[config.mk]
export PLATFORM = sky130hd
export DESIGN_NAME = memory_arbiter
export DESIGN_NICKNAME = d
export VERILOG_FILES = /design/src/rtl/mem_arb_pkg.sv /design/src/rtl/mem_arb_picker.sv /design/src/rtl/memory_arbiter.sv
export SDC_FILE = /design/constraint.sdc
export NUM_CORES = 1
export LEC_CHECK = 0
export CORE_AREA = 2 2 289 291
export CTS_CLUSTER_DIAMETER = 120
export DETAILED_ROUTE_END_ITERATION = 10
export DIE_AREA = 0 0 291 293
export GPL_TIMING_DRIVEN = 0
export HOLD_SLACK_MARGIN = 0.06
export PLACE_DENSITY = 0.49
export SKIP_LAST_GASP = 1
export SLEW_MARGIN = 20
export SYNTH_ARGS = -nofsm -noshare
export SYNTH_HDL_FRONTEND = slang
export SYNTH_SLANG_ARGS = --single-unit
export TNS_END_PERCENT = 30
[constraint.sdc]
create_clock -name CLK -period 16.4 [get_ports CLK]
set_input_delay 2.46 -clock CLK [delete_from_list [all_inputs] [get_ports CLK]]
set_output_delay 2.46 -clock CLK [all_outputs]
set_load 0.05 [all_outputs]
[src/rtl/mem_arb_pkg.sv]
// Shared definitions for the memory arbiter: FSM state encoding, grant
// encoding and default bus widths.
package mem_arb_pkg;

   localparam int DEF_ADDR_W  = 28;
   localparam int DEF_BLOCK_W = 128;

   typedef enum logic [1:0] {
      ST_IDLE  = 2'd0,
      ST_SERVE = 2'd1,
      ST_DONE  = 2'd2
   } state_t;

   typedef enum logic [1:0] {
      GR_NONE = 2'd0,
      GR_INST = 2'd1,
      GR_DATA = 2'd2
   } grant_t;

endpackage

[src/rtl/mem_arb_picker.sv]
// Winner selection between the instruction and data requesters.
// Optional feature macro: MEM_ARB_ROUND_ROBIN_EN. When defined, contention
// goes to the requester that was not granted last; otherwise data always
// beats instruction.
module mem_arb_picker
   import mem_arb_pkg::*;
(
   input  logic   inst_req,
   input  logic   data_req,
`ifdef MEM_ARB_ROUND_ROBIN_EN
   input  grant_t last_grant,
`endif
   output grant_t winner
);

   // Pick the requester to serve next; NONE when nobody is asking.
   always_comb begin
      winner = GR_NONE;
      if (inst_req && data_req) begin
`ifdef MEM_ARB_ROUND_ROBIN_EN
         winner = (last_grant == GR_DATA) ? GR_INST : GR_DATA;
`else
         winner = GR_DATA;
`endif
      end else if (data_req) begin
         winner = GR_DATA;
      end else if (inst_req) begin
         winner = GR_INST;
      end
   end

endmodule

[src/rtl/memory_arbiter.sv]
// Shares one block-wide main memory port between the instruction-fetch and
// data-access paths. Requests are serialised through IDLE -> SERVE -> DONE;
// the requester not being finished sees BUSYWAIT high.
// Optional feature macro: MEM_ARB_ROUND_ROBIN_EN (round-robin on contention,
// tracked by last_grant). Without it, data has fixed priority.
module memory_arbiter
   import mem_arb_pkg::*;
#(
   parameter int ADDR_W  = DEF_ADDR_W,
   parameter int BLOCK_W = DEF_BLOCK_W
) (
   input  logic               CLK,
   input  logic               RESET,
   input  logic               INST_MEM_READ,
   input  logic [ADDR_W-1:0]  INST_MEM_ADDRESS,
   output logic [BLOCK_W-1:0] INST_MEM_READDATA,
   output logic               INST_MEM_BUSYWAIT,
   input  logic               DATA_MEM_READ,
   input  logic               DATA_MEM_WRITE,
   input  logic [ADDR_W-1:0]  DATA_MEM_ADDRESS,
   input  logic [BLOCK_W-1:0] DATA_MEM_WRITEDATA,
   output logic [BLOCK_W-1:0] DATA_MEM_READDATA,
   output logic               DATA_MEM_BUSYWAIT,
   output logic               MAIN_MEM_READ,
   output logic               MAIN_MEM_WRITE,
   output logic [ADDR_W-1:0]  MAIN_MEM_ADDRESS,
   output logic [BLOCK_W-1:0] MAIN_MEM_WRITEDATA,
   input  logic [BLOCK_W-1:0] MAIN_MEM_READDATA,
   input  logic               MAIN_MEM_BUSYWAIT
);

   state_t state;
   grant_t grant;
   grant_t winner;
   logic   serve_first;
   logic   data_req;

   assign data_req = DATA_MEM_READ | DATA_MEM_WRITE;

`ifdef MEM_ARB_ROUND_ROBIN_EN
   grant_t last_grant;

   mem_arb_picker u_picker (
      .inst_req   (INST_MEM_READ),
      .data_req   (data_req),
      .last_grant (last_grant),
      .winner     (winner)
   );

   // Remember who was granted most recently; instruction so data wins first.
   always_ff @(posedge CLK or posedge RESET) begin
      if (RESET) begin
         last_grant <= GR_INST;
      end else if (state == ST_IDLE && winner != GR_NONE) begin
         last_grant <= winner;
      end
   end
`else
   mem_arb_picker u_picker (
      .inst_req (INST_MEM_READ),
      .data_req (data_req),
      .winner   (winner)
   );
`endif

   // A requester is released only during the DONE cycle of its own grant.
   assign INST_MEM_BUSYWAIT = INST_MEM_READ && !(state == ST_DONE && grant == GR_INST);
   assign DATA_MEM_BUSYWAIT = data_req && !(state == ST_DONE && grant == GR_DATA);

   // Arbitration FSM with registered main-memory strobes and return data.
   always_ff @(posedge CLK or posedge RESET) begin
      if (RESET) begin
         state              <= ST_IDLE;
         grant              <= GR_NONE;
         serve_first        <= 1'b0;
         MAIN_MEM_READ      <= 1'b0;
         MAIN_MEM_WRITE     <= 1'b0;
         MAIN_MEM_ADDRESS   <= '0;
         MAIN_MEM_WRITEDATA <= '0;
         INST_MEM_READDATA  <= '0;
         DATA_MEM_READDATA  <= '0;
      end else begin
         case (state)
            ST_IDLE: begin
               if (winner != GR_NONE) begin
                  grant       <= winner;
                  state       <= ST_SERVE;
                  serve_first <= 1'b1;
                  if (winner == GR_DATA) begin
                     // Read and write together is treated as a write.
                     MAIN_MEM_ADDRESS   <= DATA_MEM_ADDRESS;
                     MAIN_MEM_WRITEDATA <= DATA_MEM_WRITEDATA;
                     MAIN_MEM_WRITE     <= DATA_MEM_WRITE;
                     MAIN_MEM_READ      <= !DATA_MEM_WRITE;
                  end else begin
                     MAIN_MEM_ADDRESS <= INST_MEM_ADDRESS;
                     MAIN_MEM_READ    <= 1'b1;
                     MAIN_MEM_WRITE   <= 1'b0;
                  end
               end
            end
            ST_SERVE: begin
               serve_first <= 1'b0;
               // The memory's busy flag is not trusted in the strobe's first cycle.
               if (!serve_first && !MAIN_MEM_BUSYWAIT) begin
                  if (MAIN_MEM_READ) begin
                     // A withdrawn request lets the read finish but drops its result.
                     if (grant == GR_INST && INST_MEM_READ) begin
                        INST_MEM_READDATA <= MAIN_MEM_READDATA;
                     end
                     if (grant == GR_DATA && DATA_MEM_READ && !DATA_MEM_WRITE) begin
                        DATA_MEM_READDATA <= MAIN_MEM_READDATA;
                     end
                  end
                  MAIN_MEM_READ  <= 1'b0;
                  MAIN_MEM_WRITE <= 1'b0;
                  state          <= ST_DONE;
               end
            end
            ST_DONE: begin
               state <= ST_IDLE;
               grant <= GR_NONE;
            end
            default: begin
               state <= ST_IDLE;
               grant <= GR_NONE;
            end
         endcase
      end
   end

endmodule

==> impl_metrics.csv, run 1 <==
group,metric,value,unit
run_status,status,"finished clean",
critical_path,crit_path_frequent_cell,"clkdlybuf4s50_1",
detailed_routing,first_pass_iters,4,
synth,ys_top_cells_by_count,"441 x mux2_2, 419 x dfrtp_1, 23 x buf_6",
timing,report.final.slew_viol_count,0,
timing,skew,0.0292,ns
layout,multi_input_area,5130,sq um
detailed_routing,drt_iter0_drc,242,
place,io_buffers,733,
floorplanning,start_util,19.6,%
detailed_routing,wirelength,58000,um
synth,ys_ff_latch,419,
synth,yosysWarnings,0,
critical_path,slowest_stage,"clkdlybuf4s50_1",
detailed_routing,post_drt_wl_per_cell,20.5,um
synth,synth_area,16000,sq um
floorplanning,die_h,293,um
global_routing,grt_use_total,13.3,%
timing,timing.fmax,137,MHz
critical_path,cp-end-kind,"primary output",
synth,synth_cell_types,22,
synth,yosysTopAreaCell,"dfrtp_1",
synth,avgSynthCellArea,17.1,sq um
layout,final_cell_count_no_fill,2836,
timing,fin_crit_sh,44.5,%
detailed_routing,num_vias,10941,
timing,slew_headroom,47.4,%
clock_network,ctsResizeCount,0,
clock_network,worstSkewPairLatency,0.60,ns
place,gp_congestion,0.781,
clock_network,clock_path_buffers,3,
critical_path,cp.arrival,4.84,ns
floorplanning,die_area,85300,sq um
synth,syn_inst,935,
synth,async_flop_share,100,%
clock_network,cts_tree,"done",
clock_network,clkTransAtPathRegs,0.06,ns
clock_network,numCtsBuffers,51,
worst_hold_path,min_path_type,"reg2reg",
clock_network,post_cts_buffers,0,
critical_path,critPathMaxStageDelay,0.78,ns
layout,nFillCells,8082,
critical_path,crit_buf_inv,3,
layout,drive_above_1_share,32.7,%
job,maxCapViolCount,0,
floorplanning,fp.coreArea,81800,sq um
critical_path,cp.required,13.94,ns
detailed_routing,drc_errors,0,
global_routing,grt_antenna_before_repair,7,
timing,period_minus_slack,7.30,ns
floorplanning,die_x,291,um
clock_network,htreeDepth,2,
layout,area_growth,65.9,%
critical_path,worstPathCellList,"clkdlybuf4s50_1 -> nor2_1 -> clkbuf_1 -> a31oi_1 -> clkdlybuf4s50_1",
global_routing,grt_max_degree,107,
power,leakagePower,11.6,nW
synth,ys_seq_area_share,65.5,%
timing,rsz0062_at_grt,"no",
synth,synth_edf_count,0,
synth,ys.flop_type,"dfrtp_1",
clock_network,cts_hold_buffers,0,
clock_network,clock_sinks,419,
floorplanning,num_rows,105,
timing,final_hold_viol_count,0,
critical_path,worstPathMaxFanout,10,
synth,ys_top_cells_by_area,"dfrtp_1 65%, mux2_2 31%, buf_6 1.6%",
synth,syn_nets,1253,
power,power_per_cell_area,217,nW/um^2
critical_path,start_kind,"input pin",
synth,yosysMostFrequentCell,"mux2_2",
place,hpwl,45500,um
detailed_routing,viasPerCell,3.86,
layout,fin_nets,2043,
layout,seq_area,10500,sq um
floorplanning,io_pins,734,
timing,tightest_slew,0.789,ns
power,irDropWorstVdd,0.000126,V
critical_path,criticalPathCategory,"in2out",
clock_network,clockRootBuffer,"clkbuf_16",
timing,finalSetupViolCount,0,
critical_path,critPathTopFamily,"buffers and inverters",
synth,synth_top_area_share,65.5,%
place,dp.cells,2742,
detailed_routing,antenna_left,0,
power,total_power,5.77,mW
global_routing,grt_pass1_vias,12293,
global_routing,grt_first_pass_wirelength,84200,um
global_routing,grt-ovfl-total,0,
[layer usage]
layer	vias up	track usage [%]	share of wire, %	wire length [um]
met4	8	3.34	2.2	1280
li1	4903	-	-	-
met1	5467	13.2	35	20100
met2	473	25.0	53	30800
met5	-	0	0.079	46
met3	90	5.84	10	5810
[placed cells by master, fill, tap and decap left out, drive strengths merged]
master	n
a211oi	1
a21boi	1
a2bb2oi	1
a31oi	1
buf	48
bufinv	3
clkbuf	77
clkdlybuf4s50	733
clkinv	11
clkinvlp	4
dfrtp	419
diode	1
inv	4
mux2	441
mux2i	1
nand2	2
nand2b	3
nand3	1
nand4	1
nor2	5
nor2b	3
nor4b	1
nor4bb	1
o21ai	2
o31ai	1
[metrics by stage]
| stage | area [sq um] | hold WS [ns] | setup slack (ns) | util [%] | TNS, ns |
|---|---|---|---|---|---|
| 3_5_place_dp | 24800 | 0.491 | 9.05 | 30.3 | 0 |
| 3_3_place_gp | 24700 | 0.486 | -3.30 | 30.2 | -1348.54 |
| 6_report | 26600 | 0.501 | 9.10 | 32.4 | 0 |
| 2_1_floorplan | 16000 | 0.492 | 2.28 | - | 0 |
| 4_1_cts | 26600 | 0.504 | 9.05 | 32.4 | 0 |
| 5_1_grt | 26600 | 0.507 | 9.01 | 32.4 | 0 |
[cell type report]
type,count,share of cell area (%)
multi-input cells,466,19.3
well taps,1070,5.04
inverters,2,0.0565
repair buffers,737,28.0
clock inverters,20,0.862
clock buffers,73,5.72
diodes,1,0.00942
plain buffers,48,1.46
flip-flops and latches,419,39.5
[path summary, 6_finish.rpt]
check / startpoint / end / slack, ns / cells past startpoint
hold / removal: DATA_MEM_READDATA[40]$_DFFE_PP0P_ / DATA_MEM_READDATA[40]$_DFFE_PP0P_ / 0.50 / 1
setup / recovery: DATA_MEM_WRITE / DATA_MEM_BUSYWAIT / 9.10 / 5
min in group asynchronous: RESET / DATA_MEM_READDATA[112]$_DFFE_PP0P_ / 2.33 / 2
max in group asynchronous: RESET / INST_MEM_READDATA[79]$_DFFE_PP0P_ / 12.65 / 4
setup reg to reg: state[1]$_DFFE_PP0P_ / MAIN_MEM_WRITEDATA[28]$_DFFE_PP0P_ / 14.08 / 5
hold reg to reg: DATA_MEM_READDATA[40]$_DFFE_PP0P_ / DATA_MEM_READDATA[40]$_DFFE_PP0P_ / 0.50 / 1
[sequential cells by signal, indices dropped and copies added, names as in the netlist]
name and count:
DATA_MEM_READDATA 128, INST_MEM_READDATA 128, MAIN_MEM_WRITEDATA 128, MAIN_MEM_ADDRESS 28, grant 2, state 2
MAIN_MEM_READ 1, MAIN_MEM_WRITE 1, serve_first 1
[power breakdown]
group | internal, mW | switching, mW
Clock | 0.694 | 0.464
Sequential | 1.43 | 0.208
Combinational | 1.08 | 1.89
[kinds of logic (layout without fill, tap and decap cells)]
| kind of cell | after synthesis | count (layout) | synth area share [%] |
|---|---|---|---|
| AO/OA/AOI/OAI | 7 | 7 | 0.297 |
| buffers and inverters | 50 | 880 | 2.46 |
| flip-flops | 419 | 419 | 65.5 |
| multiplexers | 442 | 442 | 31.1 |
| other | 0 | 1 | 0 |
| AND/OR/NAND/NOR | 17 | 17 | 0.680 |
(Power assumes the default switching activity.)
==> run 2, diff against run 1 <==
--- a/config.mk
+++ b/config.mk
@@ -5,13 +5,13 @@
 export SDC_FILE = /design/constraint.sdc
 export NUM_CORES = 1
 export LEC_CHECK = 0
-export CORE_AREA = 2 2 289 291
+export CORE_AREA = 2 2 288 290
 export CTS_CLUSTER_DIAMETER = 120
 export DETAILED_ROUTE_END_ITERATION = 10
-export DIE_AREA = 0 0 291 293
+export DIE_AREA = 0 0 290 292
 export GPL_TIMING_DRIVEN = 0
 export HOLD_SLACK_MARGIN = 0.06
-export PLACE_DENSITY = 0.49
+export PLACE_DENSITY = 0.51
 export SKIP_LAST_GASP = 1
 export SLEW_MARGIN = 20
 export SYNTH_ARGS = -nofsm -noshare
==> constraint.sdc (replaced) <==
create_clock -name CLK -period 6.6 [get_ports CLK]
set_input_delay 0.99 -clock CLK [delete_from_list [all_inputs] [get_ports CLK]]
set_output_delay 0.99 -clock CLK [all_outputs]
set_load 0.05 [all_outputs]
==> run 2 against run 1 <==
First-iteration DRC count grew 24%. Critical path depth is the same. Final area grew 0.44%. Wire length shrank 2.2%. Sequential power grew 150%. Non-clock buffer count grew 12. Register-to-register slack lost 9.8 ns. Setup slack lost 6.8 ns. Highest routed layer unchanged. Final cell count grew 0.35%. Combinational power grew 150%. Utilization grew 0.25 points. Sequential share of layout area shrank 0.17 points.
==> impl_metrics.csv, run 2 (synthesized netlist as in run 1, its figures left out) <==
group,metric,value,unit
detailed_routing,first_pass_iters,4,
global_routing,grt_first_pass_wirelength,83100,um
critical_path,cp.depth,5,
clock_network,cts_hold_buffers,0,
floorplanning,fp.coreArea,81600,sq um
timing,report.final.slew_viol_count,0,
detailed_routing,post_drt_wl_per_cell,19.9,um
timing,fin_hold_ws,0.500,ns
global_routing,grt_antenna_before_repair,4,
layout,drive_above_1_share,32.5,%
global_routing,top_usage_layer,"met2",
run_status,status,"finished clean",
timing,timing.fmax,234,MHz
detailed_routing,wirelength,56700,um
floorplanning,start_util,19.6,%
detailed_routing,num_vias,11069,
timing,tightest_slew,0.886,ns
power,p_comb_share,52.1,%
layout,seq_area,10500,sq um
clock_network,post_cts_buffers,0,
clock_network,clockRootBuffer,"clkbuf_16",
critical_path,crit_path_frequent_cell,"clkdlybuf4s50_1",
power,p_sw,6.30,mW
power,switching_share,44.4,%
power,power_per_cell_area,532,nW/um^2
detailed_routing,drt_iter0_drc,301,
timing,final_hold_viol_count,0,
critical_path,cp.arrival,3.29,ns
layout,area_growth,66.6,%
critical_path,crit_buf_inv,3,
critical_path,ff2ff_setup_slack,4.29,ns
detailed_routing,antenna_left,0,
timing,rsz0062_at_grt,"no",
clock_network,htreeDepth,2,
place,dpl_cell_area,25000,sq um
global_routing,grt_max_degree,34,
critical_path,slowest_stage,"clkdlybuf4s50_1",
layout,fin_util,32.7,%
power,leakagePower,11.6,nW
power,p_seq_share,28.7,%
place,io_buffers,733,
layout,multi_input_area,5130,sq um
clock_network,worstSkewPairLatency,0.58,ns
global_routing,grt_pass1_vias,12414,
floorplanning,die_h,292,um
layout,fin_nets,2055,
clock_network,cts_tree,"done",
critical_path,start_kind,"input pin",
clock_network,clkTransAtPathRegs,0.06,ns
floorplanning,io_pins,734,
timing,finalSetupViolCount,0,
timing,fin_crit_sh,64.8,%
critical_path,cp-end-kind,"primary output",
critical_path,cp.required,5.61,ns
floorplanning,num_rows,105,
global_routing,met1_usage,13.3,%
power,internal_power,7.89,mW
timing,skew,0.0195,ns
timing,slew_headroom,40.4,%
critical_path,criticalPathCategory,"in2out",
detailed_routing,viasPerCell,3.89,
timing,period_minus_slack,4.28,ns
worst_hold_path,min_path_type,"reg2reg",
job,maxCapViolCount,0,
global_routing,grt-ovfl-total,0,
critical_path,r2r_start,"state[1]$_DFFE_PP0P_",
global_routing,use_met3,5.78,%
critical_path,startpoint,"DATA_MEM_WRITE",
power,clock_power_share,19.2,%
detailed_routing,drc_errors,0,
clock_network,clock_path_buffers,3,
clock_network,numCtsBuffers,51,
layout,nFillCells,8026,
place,hpwl,45500,um
global_routing,grt_use_total,13.1,%
clock_network,ctsResizeCount,0,
floorplanning,die_area,84700,sq um
layout,mostFrequentLayoutCells,"733 x clkdlybuf4s50_1, 441 x mux2_2, 419 x dfrtp_1, 53 x clkbuf_16, 23 x buf_6",
place,gp_congestion,0.784,
critical_path,worstPathCellList,"clkdlybuf4s50_1 -> nor2_1 -> clkbuf_1 -> a31oi_1 -> clkdlybuf4s50_1",
floorplanning,die_x,290,um
power,irDropWorstVdd,0.000348,V
clock_network,clock_sinks,419,
layout,final_cell_area,26700,sq um
critical_path,worstPathMaxFanout,10,
critical_path,regToRegEndpoint,"INST_MEM_READDATA[120]$_DFFE_PP0P_",
layout,layout_commonest_cell,"clkdlybuf4s50_1",
global_routing,globalRouteMet2Util,24.3,%
layout,reg.largest.list,"DATA_MEM_READDATA: 128 flops, INST_MEM_READDATA: 128 flops, MAIN_MEM_WRITEDATA: 128 flops",
critical_path,critPathMaxStageDelay,0.77,ns
critical_path,r2r_cells,5,
critical_path,critPathTopFamily,"buffers and inverters",
critical_path,crit_end,"DATA_MEM_BUSYWAIT",
## run 2: cell count changes in the layout (fill, tap and decap cells not counted), sizes merged
cell	delta
clkbuf	+5
buf	+12
bufinv	-1
clkinvlp	-2
inv	-1
clkinv	-3
## run 2: worst min path at each step
stage / end / cells after the start / slack [ns] / startpoint
3_5_place_dp: INST_MEM_READDATA[57]$_DFFE_PP0P_ / 1 / 0.49 / INST_MEM_READDATA[57]$_DFFE_PP0P_
3_3_place_gp: INST_MEM_READDATA[48]$_DFFE_PP0P_ / 1 / 0.49 / INST_MEM_READDATA[48]$_DFFE_PP0P_
5_1_grt: DATA_MEM_READDATA[35]$_DFFE_PP0P_ / 1 / 0.51 / DATA_MEM_READDATA[35]$_DFFE_PP0P_
2_1_floorplan: state[1]$_DFFE_PP0P_ / 1 / 0.49 / serve_first$_DFFE_PP0P_
6_report: MAIN_MEM_WRITEDATA[30]$_DFFE_PP0P_ / 1 / 0.50 / MAIN_MEM_WRITEDATA[30]$_DFFE_PP0P_
4_1_cts: INST_MEM_READDATA[28]$_DFFE_PP0P_ / 1 / 0.50 / INST_MEM_READDATA[28]$_DFFE_PP0P_
## run 2: final cells by class
cell class | instances | area share, %
clock buffer | 78 | 5.62
tap | 1070 | 5.02
sequential | 419 | 39.3
inverter | 2 | 0.0422
timing repair buffer | 749 | 28.8
clock inverter | 13 | 0.483
antenna | 1 | 0.00938
multi-input combinational | 466 | 19.2
buffer | 48 | 1.45
## run 2: through the flow
| stage | setup WS (ns) | power [mW] | cells | setup TNS [ns] |
|---|---|---|---|---|
| 2_1_floorplan | -0.0415 | 8.76 | 935 | -17.40 |
| 3_3_place_gp | -3.16 | 11.5 | 2738 | -1294.70 |
| 3_5_place_dp | 2.21 | 11.6 | 2754 | 0 |
| 4_1_cts | 2.23 | 14.4 | 2845 | 0 |
| 5_1_grt | 2.14 | 14.8 | 2845 | 0 |
| 6_report | 2.32 | 14.2 | 2846 | 0 |
## run 2: power by group through the flow
stage | sequential, mW | combinational, mW | clock [mW]
after floorplan | 7.45 | 1.30 | 0
after global placement | 4.08 | 7.41 | 0
after detailed placement | 4.11 | 7.46 | 0
after CTS | 4.08 | 7.48 | 2.85
after global routing | 4.20 | 7.65 | 2.95
final | 4.07 | 7.40 | 2.72
## run 2: routing by layer
layer / part of all wire (%) / vias up
li1: - / 4930
met4: 2.5 / 6
met2: 52 / 497
met3: 9.7 / 87
met5: 0.070 / -
met1: 35 / 5549
